===== src/rtl/multi_dataflow_engine_ctrl.sv =====
// multi_dataflow_engine_ctrl
//   Engine-side control stage placed right after the HWPE main FSM.
//   - Sequences IDLE -> RUN -> DONE -> IDLE from the ctrl_engine bundle.
//   - Gates the inStream0 handshake into the multi-dataflow kernel.
//   - Buffers kernel results in a small FIFO ahead of outStream0.
//   - Counts delivered outputs and reports them through the flags bundle.
// Ports
//   clk_i, rst_i               clock, synchronous active-high reset
//   clear_i, ctrl_clear_i      soft clears (same effect as reset)
//   ctrl_*                     enable/start/limit/frame geometry/config
//   flags_ready_o/cnt_o/done_o idle flag, delivered count, done pulse
//   in_* / k_in_*              inStream0 -> kernel input (combinational gate)
//   k_out_* / out_*            kernel output -> FIFO -> outStream0
//   k_clear_o, k_config_o, k_width_o, k_height_o  kernel side-band
module multi_dataflow_engine_ctrl #(
    parameter int unsigned DATA_WIDTH = 32,
    parameter int unsigned CNT_WIDTH  = 32,
    parameter int unsigned CFG_WIDTH  = 8,
    parameter int unsigned FIFO_DEPTH = 2
) (
    input  logic                  clk_i,
    input  logic                  rst_i,
    input  logic                  clear_i,
    input  logic                  ctrl_clear_i,
    input  logic                  ctrl_enable_i,
    input  logic                  ctrl_start_i,
    input  logic [CNT_WIDTH-1:0]  ctrl_cnt_limit_i,
    input  logic [15:0]           ctrl_width_i,
    input  logic [15:0]           ctrl_height_i,
    input  logic [CFG_WIDTH-1:0]  ctrl_configuration_i,
    output logic                  flags_ready_o,
    output logic [CNT_WIDTH-1:0]  flags_cnt_o,
    output logic                  flags_done_o,
    input  logic                  in_valid_i,
    output logic                  in_ready_o,
    input  logic [DATA_WIDTH-1:0] in_data_i,
    output logic                  k_in_valid_o,
    input  logic                  k_in_ready_i,
    output logic [DATA_WIDTH-1:0] k_in_data_o,
    input  logic                  k_out_valid_i,
    output logic                  k_out_ready_o,
    input  logic [DATA_WIDTH-1:0] k_out_data_i,
    output logic                  out_valid_o,
    input  logic                  out_ready_i,
    output logic [DATA_WIDTH-1:0] out_data_o,
    output logic                  k_clear_o,
    output logic [CFG_WIDTH-1:0]  k_config_o,
    output logic [15:0]           k_width_o,
    output logic [15:0]           k_height_o
);

    localparam int unsigned PTR_W = $clog2(FIFO_DEPTH);

    typedef enum logic [1:0] {IDLE, RUN, DONE} state_t;

    state_t                 state;
    logic [CNT_WIDTH-1:0]   cnt;
    logic [CNT_WIDTH-1:0]   limit;
    logic [CNT_WIDTH-1:0]   cnt_inc;
    logic [15:0]            width_q;
    logic [15:0]            height_q;
    logic [CFG_WIDTH-1:0]   cfg_q;

    // Pointers carry one extra wrap bit so full and empty are distinguishable.
    logic [DATA_WIDTH-1:0]  mem [FIFO_DEPTH];
    logic [PTR_W:0]         wr_ptr;
    logic [PTR_W:0]         rd_ptr;
    logic [PTR_W:0]         fifo_count;
    logic                   fifo_full;
    logic                   fifo_empty;

    logic                   clr;
    logic                   run_en;
    logic                   below_limit;
    logic                   push;
    logic                   pop;

    assign clr        = clear_i | ctrl_clear_i;
    assign k_clear_o  = clr;

    assign fifo_count = wr_ptr - rd_ptr;
    assign fifo_full  = (fifo_count == (PTR_W+1)'(FIFO_DEPTH));
    assign fifo_empty = (wr_ptr == rd_ptr);

    // Results already buffered count against the limit, so the kernel can
    // never be acknowledged for more than `limit` words in one run. One extra
    // bit keeps the sum from wrapping at the top of the counter range.
    assign below_limit = ({1'b0, cnt} + (CNT_WIDTH+1)'(fifo_count)) < {1'b0, limit};

    assign run_en        = (state == RUN) & ctrl_enable_i;

    assign k_in_valid_o  = in_valid_i & run_en;
    assign in_ready_o    = k_in_ready_i & run_en;
    assign k_in_data_o   = in_data_i;

    assign k_out_ready_o = run_en & ~fifo_full & below_limit;
    assign out_valid_o   = run_en & ~fifo_empty;
    assign out_data_o    = mem[rd_ptr[PTR_W-1:0]];

    assign push    = k_out_valid_i & k_out_ready_o;
    assign pop     = out_valid_o & out_ready_i;
    assign cnt_inc = cnt + CNT_WIDTH'(1);

    assign flags_cnt_o = cnt;
    assign k_config_o  = cfg_q;
    assign k_width_o   = width_q;
    assign k_height_o  = height_q;

    // Storage needs no reset: the pointers define what is valid.
    always_ff @(posedge clk_i) begin
        if (push) mem[wr_ptr[PTR_W-1:0]] <= k_out_data_i;
    end

    always_ff @(posedge clk_i) begin
        if (rst_i || clr) begin
            state         <= IDLE;
            cnt           <= '0;
            limit         <= '0;
            width_q       <= '0;
            height_q      <= '0;
            cfg_q         <= '0;
            wr_ptr        <= '0;
            rd_ptr        <= '0;
            flags_ready_o <= 1'b1;
            flags_done_o  <= 1'b0;
        end else begin
            if (push) wr_ptr <= wr_ptr + (PTR_W+1)'(1);
            if (pop) begin
                rd_ptr <= rd_ptr + (PTR_W+1)'(1);
                cnt    <= cnt_inc;
            end
            unique case (state)
                IDLE: begin
                    if (ctrl_start_i && ctrl_enable_i) begin
                        limit         <= ctrl_cnt_limit_i;
                        width_q       <= ctrl_width_i;
                        height_q      <= ctrl_height_i;
                        cfg_q         <= ctrl_configuration_i;
                        cnt           <= '0;
                        flags_ready_o <= 1'b0;
                        if (ctrl_cnt_limit_i == '0) begin
                            state        <= DONE;
                            flags_done_o <= 1'b1;
                        end else begin
                            state <= RUN;
                        end
                    end
                end
                RUN: begin
                    if (pop && (cnt_inc == limit)) begin
                        state        <= DONE;
                        flags_done_o <= 1'b1;
                    end
                end
                DONE: begin
                    // Enable low freezes the FSM here as in every state.
                    if (ctrl_enable_i) begin
                        state         <= IDLE;
                        flags_done_o  <= 1'b0;
                        flags_ready_o <= 1'b1;
                    end
                end
                default: begin
                    state         <= IDLE;
                    flags_done_o  <= 1'b0;
                    flags_ready_o <= 1'b1;
                end
            endcase
        end
    end

endmodule


===== config.mk =====
export PLATFORM = sky130hd
export DESIGN_NAME = multi_dataflow_engine_ctrl
export DESIGN_NICKNAME = d
export VERILOG_FILES = /design/src/rtl/multi_dataflow_engine_ctrl.sv
export SDC_FILE = /design/constraint.sdc
export NUM_CORES = 1
export LEC_CHECK = 0
export CORE_ASPECT_RATIO = 2
export CORE_UTILIZATION = 55
export DETAILED_ROUTE_END_ITERATION = 10
export DONT_BUFFER_PORTS = 1
export MAX_ROUTING_LAYER = met4
export PLACE_DENSITY = 0.68
export SKIP_LAST_GASP = 1
export SLEW_MARGIN = 20
export SYNTH_ARGS = -nofsm -noshare
export SYNTH_HDL_FRONTEND = slang
export SYNTH_SLANG_ARGS = --single-unit

===== constraint.sdc =====
create_clock -name clk_i -period 12.3 [get_ports clk_i]
set_clock_uncertainty 0.1 [all_clocks]
set_input_delay 1.845 -clock clk_i [delete_from_list [all_inputs] [get_ports clk_i]]
set_output_delay 1.845 -clock clk_i [all_outputs]
set_load 0.02 [all_outputs]

Word-level counts from Yosys, hierarchy flattened
Memories as Yosys holds them, arrays and structs flattened. A register that Yosys moved wholly into a read port is not among the register bits.
Index checks and enable logic that the tools add are counted.
Storage, ports and cells
  flip-flop bits (word level): 112
  bits in writable memories: 64
  input bits: 146
  word-level logic and storage cells: 67
  memories kept: 1
Cells by class
  $add $sub $neg: 5
  order comparisons: 1
  eq/ne operators: 9
  muxes and demuxes: 20
  bitwise operators: 12
  reductions and logical operators: 9
Memories
  mem: words 2, bits a word 32, rd ports 1, clocked after memory_dff 1, wr ports 1, line 65  | logic [DATA_WIDTH-1:0] mem [FIFO_DEPTH];
Operators by type and width (count)
  32-bit two-way mux: 3
  32-bit by 2-bit adder with 33-bit output: 1
  33-bit by 32-bit less-than comparator with 1-bit output: 1
  32-bit by 1-bit adder with 32-bit output, second input constant: 1
  32-bit equality test: 1
  32-bit logical NOT: 1
  1-bit two-way mux: 10
  1-bit bitwise AND: 8
  2-bit two-way mux: 4
  2-bit != test, second input constant: 3
  1-bit one-hot mux with 3 select lines: 2
  2-bit one-hot mux with 3 select lines: 1
  3-bit AND reduction: 2
  2-bit by 1-bit adder with 2-bit output, second input constant: 2
  2-bit equality test, second input constant: 2
  4-bit AND reduction: 1
  1-bit NOT: 3
  2-bit by 1-bit equality test with 1-bit output, second input constant: 1
  2-bit equality test: 1
  1-bit logical AND: 2
  2-bit logical NOT: 1
  2-bit by 1-bit != test with 1-bit output, second input constant: 1
  2-bit AND reduction: 1
  2-bit subtractor: 1
  other kinds (2): 2

Logic depth before layout (Yosys ltp)
Gate-level depths: netlist of run 1.
  depth after elaboration: 8
  gate-level depth with buffers: 20
  depth with buffers taken out: 20

Worst setup path before layout of run 1
Ideal clock, no wire load.
  path kind: register to register
  from: register wr_ptr[0]
  to: memory mem[0][0] (enable)
  data arrival time: 4.838 ns
  data required time: 11.779 ns
  setup slack: 6.940 ns
  stages on the path, launching flop included: 20
  buffers on the path: 0
  period minus slack after synthesis: 5.360 ns
  cell sequence: dfxtp_1 > inv_1 > ha_1 > xnor2_1 > ha_1 > a21oi_1 > nor2_1 > nand2_1 > nor2_1 > nand3_1 > nor2_1 > xor2_1 > ha_1 > a21oi_1 > o21ai_0 > or4b_1 > o211ai_1 > a41o_1 > nand2_1 > nor2_1
On the way
  word-level cells in the longest chain between the ends: 8
  elaborated cells between the ends (all ways): 10
RTL lines
  start, declared: line 66  | logic [PTR_W:0] wr_ptr;
  start signal, assigned: line 127  | if (push) wr_ptr <= wr_ptr + (PTR_W+1)'(1);
  2-bit subtractor *: line 81  | assign fifo_count = wr_ptr - rd_ptr;
  parallel branches: the longest is 3 deep, another holds 32-bit by 2-bit adder with 33-bit output
  1-bit bitwise AND *: line 96  | assign k_out_ready_o = run_en & ~fifo_full & below_limit;
  net k_out_ready_o: line 41  | output logic k_out_ready_o,
  1-bit bitwise AND *: line 100  | assign push = k_out_valid_i & k_out_ready_o;
  1-bit two-way mux *: line 111  | if (push) mem[wr_ptr[PTR_W-1:0]] <= k_out_data_i;
  1-bit two-way mux (implied by the code) *: line 111
  end, declared: line 65
Mark *: on every way through the listed nets, which the timed path passes.

Final worst setup path of run 1
  from: register wr_ptr[0]
  to: output k_out_ready_o
On the way
  word-level cells in the longest chain between the ends: 5
  elaborated cells between the ends (all ways): 7
RTL lines (line)
  2-bit subtractor *: 81
  parallel branches: the longest is 3 deep, another holds 32-bit by 2-bit adder with 33-bit output
  1-bit bitwise AND *: 96
  end, declared: 41
Every way passes the cells marked *.

==> results of run 1 <==
worst paths after layout:
check / startpoint / endpoint
worst min-delay path: limit[1] / limit[1]
worst max-delay path: wr_ptr[0] / k_out_ready_o
worst min register to register: limit[1] / limit[1]
worst max register to register: wr_ptr[0] / mem[0][13]
per-layer routing:
| metal | track usage [%] | wire, um |
|---|---|---|
| met5 | - | 0 |
| met4 | 21.8 | 1890 |
| met3 | 7.28 | 1740 |
| met2 | 53.5 | 14100 |
| met1 | 26.3 | 8180 |
kinds of logic (layout without fill, tap and decap cells):
| family | Yosys count | count (layout) | share of synthesized area [%] |
|---|---|---|---|
| fa+ha+maj | 36 | 36 | 4.86 |
| flops | 177 | 177 | 44.4 |
| buf+inv | 130 | 74 | 7.04 |
| xor+xnor | 103 | 103 | 9.58 |
| simple gates | 406 | 406 | 20.8 |
| compound gates | 145 | 145 | 8.89 |
| mux | 37 | 37 | 4.36 |
cells in the mapped netlist, drive strengths merged (6+ instances only):
| cell | instances |
|---|---|
| xor2 | 48 |
| inv | 35 |
| nor3 | 17 |
| nand4 | 28 |
| or3 | 10 |
| edfxtp | 64 |
| nor4 | 18 |
| ha | 35 |
| o21ai | 13 |
| clkbuf | 29 |
| nand3 | 20 |
| mux2 | 32 |
| and2 | 6 |
| nand2 | 205 |
| xnor2 | 55 |
| and4 | 7 |
| buf | 66 |
| nor2 | 72 |
| dfxtp | 113 |
| a21oi | 98 |
| a21o | 6 |
state kept, by name (all words and copies together) (netlist names), named ones only:
register and cells:
wr_ptr 2, flags_ready_o 1, k_config_o 8, flags_cnt_o 32, k_width_o 16, rd_ptr 2
mem 64, k_height_o 16, limit 32, flags_done_o 1, state 2
worst max-delay path: stages, from the launching register on:
cell and delay [ps]:
sky130_fd_sc_hd__dfxtp_1 410, sky130_fd_sc_hd__inv_1 110, sky130_fd_sc_hd__ha_1 210, sky130_fd_sc_hd__xnor2_1 390
sky130_fd_sc_hd__ha_1 230, sky130_fd_sc_hd__a21oi_1 80, sky130_fd_sc_hd__nor2_1 230, sky130_fd_sc_hd__nand2_1 180
sky130_fd_sc_hd__nor2_1 380, sky130_fd_sc_hd__nand2_1 120, sky130_fd_sc_hd__xnor2_1 150, sky130_fd_sc_hd__ha_1 310
sky130_fd_sc_hd__nor2b_1 140, sky130_fd_sc_hd__a2111oi_0 460, sky130_fd_sc_hd__o41ai_1 200, sky130_fd_sc_hd__a41oi_1 210
sky130_fd_sc_hd__a41o_1 360
stage by stage:
| stage | hold slack, ps | total power (W) | cells | cell area (sq um) | utilization (%) |
|---|---|---|---|---|---|
| floorplan | 350 | 0.000665 | 1034 | 9410 | - |
| global placement | 372 | 0.000658 | 1153 | 9210 | 54.9 |
| detailed placement | 378 | 0.000658 | 1153 | 9210 | 54.9 |
| CTS | 387 | 0.00116 | 1185 | 9750 | 58.2 |
| global route | 406 | 0.00119 | 1185 | 9750 | 58.2 |
| finish | 384 | 0.00115 | 1185 | 9750 | 58.2 |
power groups by stage:
stage	combinational [W]	sequential [W]	clock, W
global route	0.0000348	0.000614	0.000537
floorplan	0.0000399	0.000626	0
detailed placement	0.0000313	0.000627	0
global placement	0.0000309	0.000627	0
CTS	0.0000313	0.000614	0.000518
finish	0.0000311	0.000614	0.000509
area by class of cell:
cell class	count	area [sq um]	area share, %
multi-input cells	727	4580	47.0
flip-flops and latches	177	4180	42.9
clock buffers	18	429	4.40
well taps	207	259	2.66
inverters	35	131	1.35
clock inverters	14	116	1.19
repair buffers	7	52.6	0.539
placed cells by master, fill, tap and decap left out, drive strengths merged, types with 20 or more instances in the layout:
cell    netlist  final
inv          35     37
ha           35     35
mux2         32     32
edfxtp       64     64
dfxtp       113    113
nor2         72     72
xor2         48     48
a21oi        98     98
nand2       205    205
nand3        20     20
xnor2        55     55
nand4        28     28
==> results.txt, run 1 <==
----------------------------------------------------
[Synthesis]
  Share of synthesized flip-flops with an asynchronous set or reset ... 0%
  Fraction of post-synthesis cell area in the top cell type by area ... 24.0%
  Netlist Area Pre-Place ... 9410 sq um
  Average cell area after synthesis ... 9.10 sq um
  Unique cell type count in the Yosys netlist ... 58
  Post-synthesis instance total ... 1,034
  Synthesis-stage register bit count ... 177
  Cell accounting for the most synthesized area ... sky130_fd_sc_hd__dfxtp_1
  Sequential share of the synthesized area ... 44.4%
  Predominant post-synthesis flop cell ... sky130_fd_sc_hd__dfxtp_1
  Synth Net Count ... 1,216
  Number of synthesized flops with an enable pin ... 64
  Top area cells in the synthesized netlist ... sky130_fd_sc_hd__dfxtp_1 (24%), sky130_fd_sc_hd__edfxtp_1 (20%), sky130_fd_sc_hd__nand2_1 (8.2%), sky130_fd_sc_hd__a21oi_1 (5.2%), sky130_fd_sc_hd__xnor2_1 (5.1%)
  Number of warning messages in the yosys log ... 0

[Worst setup path]
  Setup CP Type ... register to output pin
  Depth of the worst register-to-register path ... 19
  Type of element capturing the critical path ... output pin
  Data arrival time of the critical path ... 4570 ps
  Register-to-register path setup slack ... 6960 ps
  Worst Path Required ... 10,350 ps
  Worst-path maximum fanout ... 5
  Crit path launch type ... register

[STA]
  Peak clock frequency supported by timing ... 153 MHz
  Clock period minus final worst setup slack ... 6520 ps
  Relative slew margins ... 34.9%
  Worst setup slack after layout ... 5780 ps
  Slew Viols, Final ... 0
  Sum of negative setup slack ... 0 ps
  Portion of the clock cycle consumed by the worst path in the final layout ... 53.0%
  Final setup violation count ... 0
  Final Hold Vio Count ... 0
  Worst Max-Slew Pin Slew ... 977 ps
  Unrepaired setup endpoints after global routing ... no

[Detailed routing]
  Remaining design rule violation count ... 0
  Count of TritonRoute iterations in the first routing pass ... 5
  Remaining number of nets flagged by the antenna check after routing ... 0
  Detailed router's first-iteration violation count ... 316
  Total vias in the final route ... 7,122
  Vias per cell ... 6.01
  Final Routed Wirelength ... 25,900 um
  Drt wl/cell ... 21.8 um

[Floorplan]
  Top-level I/O count ... 289
  Site row count ... 67
  Core footprint ... 16,800 sq um
  Initial Utilization ... 56.1%
  Overall die height ... 187 um
  Die area ... 17,700 sq um
  Chip width ... 94.5 um

[Clocking]
  Clock slew at reported path FFs ... 70 ps
  Number of buffers added by the clock tree synthesis step ... 17
  Clk_lat worst skew ... 430 ps
  H-Tree Level Count ... 4
  TritonCTS sink count ... 177
  Resized Gates After CTS ... 0
  Number of buffers added for setup after CTS ... 0
  Post-CTS Hold Buffers ... 0
  TritonCTS clock tree ... built
  Cell chosen for the clock root ... sky130_fd_sc_hd__clkbuf_16
  Number of buffers between clock root and the deepest sink ... 2

[Finish]
  Share of cells above drive strength 1 ... 9.00%
  Total number of nets in the final design ... 1,147
  Syn-to-layout area delta ... 3.60%
  Filler Cells Inserted ... 1,564
  # diodes ... 0

[Power]
  Peak supply drop ... 90.9 uV
  Internal Dissipation ... 0.000896 W
  Net Switching ... 0.000258 W
  Leakage ... 3.36 nW
  Sequential cell fraction of total power ... 53.2%
  Part of the power in combinational logic ... 2.7%
  Share of total power consumed by net switching ... 22.3%
  Part of the power in the clock network ... 44.1%
  Power per cell area ... 118 nW/um^2

[GRT]
  Global-route usage over all layers ... 30.0%
  Number of global-route vias before repair ... 7,008
  Pin count of the biggest net entering global routing ... 73
  Initial antenna violation count ... 0
  Global route overflow ... 0
  First-pass GRT wire length ... 38,000 um

[Placed design]
  Port Buffer Count ... 0
  Final HPWL DP ... 19,900 um
  Routability congestion estimate ... 0.975
  Post-place setup slack ... 6250 ps

[Outcome]
  Run status ... finished, final reports clean

[Flow run]
  Maxcap violations ... 0

[Hold path]
  Hold Crit Depth ... 2
  Path class of the lowest-slack min-delay path ... register to register

----------------------------------------------------
Note: power is estimated with default switching activity, not from simulation.
==> run 2, diff against run 1 <==
Settings changed: ABC_AREA set to 1.
Clock period 12.3 ns to 6.2 ns, I/O delays scaled along.
==> results.txt, run 2 <==
----------------------------------------------------
[Floorplan]
  Site row count ... 68
  Core footprint ... 17,200 sq um
  Top-level I/O count ... 289
  Overall die height ... 189 um
  Die area ... 18,000 sq um
  Chip width ... 95.4 um
  Initial Utilization ... 55.8%

[Worst setup path]
  Type of element capturing the critical path ... output pin
  Crit path launch type ... register
  Worst Path Required ... 5170 ps
  Worst-path maximum fanout ... 6
  Setup CP Type ... register to output pin
  Data arrival time of the critical path ... 4580 ps

[Synthesis]
  Synth Area in Compound Gates ... 10.9%
  Multiplexer share of the synthesized area ... 3.76%
  Combinational family with the most area after synthesis ... simple AND/OR/NAND/NOR gates
  Unique cell type count in the Yosys netlist ... 42
  XOR/XNOR Fraction of Synth Area ... 3.76%
  Netlist Area Pre-Place ... 9590 sq um
  Number of warning messages in the yosys log ... 0
  Top cell types by occurrence after synthesis ... sky130_fd_sc_hd__nand2_1 (230), sky130_fd_sc_hd__nor2_1 (158), sky130_fd_sc_hd__inv_1 (131), sky130_fd_sc_hd__dfxtp_1 (113), sky130_fd_sc_hd__o21ai_0 (98)
  Cell accounting for the most synthesized area ... sky130_fd_sc_hd__dfxtp_1
  Number of synthesized flops with an enable pin ... 64
  Average cell area after synthesis ... 7.92 sq um
  Fraction of post-synthesis cell area in the top cell type by area ... 23.6%
  Adder and majority cell fraction of the synthesized area ... 4.77%
  Predominant post-synthesis flop cell ... sky130_fd_sc_hd__dfxtp_1
  Sequential share of the synthesized area ... 43.6%
  Top area cells in the synthesized netlist ... sky130_fd_sc_hd__dfxtp_1 (24%), sky130_fd_sc_hd__edfxtp_1 (20%), sky130_fd_sc_hd__nand2_1 (9.0%), sky130_fd_sc_hd__nor2_1 (6.2%), sky130_fd_sc_hd__inv_1 (5.1%)
  Synthesis-stage register bit count ... 177
  Simple-gate share of the synthesized area ... 23.8%
  Synth Net Count ... 1,393
  Cell with the most instances after synthesis ... sky130_fd_sc_hd__nand2_1
  Post-synthesis instance total ... 1,211
  Share of synthesized flip-flops with an asynchronous set or reset ... 0%

[Power]
  Internal Dissipation ... 0.00191 W
  Leakage ... 4.18 nW
  Part of the power in the clock network ... 47.1%
  Power per cell area ... 242 nW/um^2
  Sequential cell fraction of total power ... 49.6%
  Share of total power consumed by net switching ... 22.3%
  Net Switching ... 0.000548 W
  Part of the power in combinational logic ... 3.3%
  Peak supply drop ... 189 uV

[Clocking]
  Cell chosen for the clock root ... sky130_fd_sc_hd__clkbuf_16
  TritonCTS sink count ... 177
  H-Tree Level Count ... 4
  Clk_lat worst skew ... 450 ps
  Post-CTS Hold Buffers ... 0
  Number of buffers between clock root and the deepest sink ... 2
  TritonCTS clock tree ... built
  Number of buffers added by the clock tree synthesis step ... 17
  Resized Gates After CTS ... 0
  Number of buffers added for setup after CTS ... 0
  Clock slew at reported path FFs ... 70 ps

[GRT]
  Global-route usage over all layers ... 32.0%
  Global route overflow ... 0
  Number of global-route vias before repair ... 7,911
  Pin count of the biggest net entering global routing ... 77
  First-pass GRT wire length ... 41,100 um
  Initial antenna violation count ... 0

[STA]
  Unrepaired setup endpoints after global routing ... no
  Relative slew margins ... 25.9%
  Final Hold Vio Count ... 0
  Slew Viols, Final ... 0
  Clock period minus final worst setup slack ... 5610 ps
  Final setup violation count ... 0
  Worst Max-Slew Pin Slew ... 1100 ps
  Peak clock frequency supported by timing ... 178 MHz
  Sum of negative setup slack ... 0 ps
  Portion of the clock cycle consumed by the worst path in the final layout ... 90.5%
  Worst setup slack after layout ... 588 ps

[Finish]
  Most used cells in the layout excluding fill and tap cells ... sky130_fd_sc_hd__nand2_1 (230), sky130_fd_sc_hd__nor2_1 (153), sky130_fd_sc_hd__inv_1 (130)
  Total number of nets in the final design ... 1,348
  Commonest non-fill, non-tap cell in the layout ... sky130_fd_sc_hd__nand2_1
  Multi-input combinational cell area ... 4540 sq um
  Storage cell area ... 4180 sq um
  Filler Cells Inserted ... 1,592
  Final non-filler cell area ... 10,200 sq um
  # diodes ... 0
  Share of cells above drive strength 1 ... 10.3%
  Syn-to-layout area delta ... 6.01%
  Max reg flops ... 64

[Placed design]
  Final HPWL DP ... 20,800 um
  Post-place instance area ... 9540 sq um
  Port Buffer Count ... 0
  Post-place setup slack ... 936 ps
  Routability congestion estimate ... 1.02

[Detailed routing]
  Remaining number of nets flagged by the antenna check after routing ... 0
  Total vias in the final route ... 7,929
  Drt wl/cell ... 19.7 um
  Remaining design rule violation count ... 0
  Final Routed Wirelength ... 27,300 um
  Detailed router's first-iteration violation count ... 331
  Count of TritonRoute iterations in the first routing pass ... 5
  Vias per cell ... 5.71

[Hold path]
  Path class of the lowest-slack min-delay path ... register to register

[Flow run]
  Maxcap violations ... 0

[Outcome]
  Run status ... finished, final reports clean

----------------------------------------------------
run 2: changes by cell type after synthesis, moves of 14 or more:
cell                      change
sky130_fd_sc_hd__xor2_1      -14
sky130_fd_sc_hd__a21oi_1     -29
sky130_fd_sc_hd__xnor2_1     -53
sky130_fd_sc_hd__nor2_1      +86
sky130_fd_sc_hd__nand2_1     +25
sky130_fd_sc_hd__inv_1       +96
sky130_fd_sc_hd__nand3_1     +55
sky130_fd_sc_hd__o21ai_0     +86
sky130_fd_sc_hd__nor2_2      +15
sky130_fd_sc_hd__nand2_2     +14
sky130_fd_sc_hd__nand4_1     -17
sky130_fd_sc_hd__buf_2       -16
run 2: layout make-up:
| type | instances | area share, % |
|---|---|---|
| repair buffers | 8 | 0.591 |
| clock buffers | 18 | 4.22 |
| inverters | 133 | 4.91 |
| multi-input cells | 829 | 44.6 |
| flip-flops and latches | 177 | 41.1 |
| clock inverters | 14 | 1.96 |
| well taps | 210 | 2.58 |
run 2: worst paths after layout:
| check | from | end | slack [ps] | cells after the start |
|---|---|---|---|---|
| hold reg to reg | limit[5] | limit[5] | 410 | 2 |
| hold / removal | limit[5] | limit[5] | 410 | 2 |
| setup / recovery | wr_ptr[0] | k_out_ready_o | 590 | 23 |
| setup reg to reg | wr_ptr[0] | mem[0][17] | 910 | 22 |
run 2: cells by family (layout without fill, tap and decap cells):
logic type / count (synthesis) / in the layout
AO/OA/AOI/OAI: 196 / 196
adder cells (fa/ha/maj): 36 / 36
XOR/XNOR: 38 / 38
flip-flops: 177 / 177
AND/OR/NAND/NOR: 527 / 527
multiplexers: 32 / 32
buffers and inverters: 205 / 173
run 2: critical path: stages (launching register included):
cell and delay [ps]:
sky130_fd_sc_hd__dfxtp_1 400, sky130_fd_sc_hd__inv_1 130, sky130_fd_sc_hd__ha_1 230, sky130_fd_sc_hd__xnor2_1 210, sky130_fd_sc_hd__inv_1 110, sky130_fd_sc_hd__ha_1 280, sky130_fd_sc_hd__a21oi_1 60, sky130_fd_sc_hd__nor2_1 230
sky130_fd_sc_hd__nand2_1 210, sky130_fd_sc_hd__nor3_1 380, sky130_fd_sc_hd__nand2_1 200, sky130_fd_sc_hd__inv_1 120, sky130_fd_sc_hd__nand2_1 70, sky130_fd_sc_hd__xor2_1 120, sky130_fd_sc_hd__inv_1 60, sky130_fd_sc_hd__ha_1 260
sky130_fd_sc_hd__nand2_1 60, sky130_fd_sc_hd__o21a_1 190, sky130_fd_sc_hd__o221a_2 220, sky130_fd_sc_hd__nand2_1 110, sky130_fd_sc_hd__nand2_1 70, sky130_fd_sc_hd__nand2_1 90, sky130_fd_sc_hd__nand2_1 100, sky130_fd_sc_hd__and2_1 220
run 2: per-layer routing:
layer	part of all wire [%]	vias up	track usage (%)
met2	52	354	54.5
li1	-	3858	-
met1	31	3580	27.9
met3	7.9	137	8.80
met5	0	-	-
met4	9.3	0	27.3
run 2: metrics by stage:
stage / hold WS (ps) / instances / util (%) / total power, W
floorplan: 350 / 1211 / - / 0.00134
finish: 412 / 1389 / 59.2 / 0.00246
CTS: 414 / 1389 / 59.2 / 0.00248
detailed placement: 401 / 1357 / 55.5 / 0.00133
global route: 430 / 1389 / 59.2 / 0.00253
global placement: 394 / 1357 / 55.5 / 0.00133
run 2: power groups by stage:
stage	sequential [W]	clock, W	combinational, W
2_1_floorplan	0.00125	0	0.0000886
3_3_place_gp	0.00125	0	0.0000790
3_5_place_dp	0.00125	0	0.0000799
4_1_cts	0.00122	0.00117	0.0000803
5_1_grt	0.00122	0.00122	0.0000899
6_report	0.00122	0.00116	0.0000803
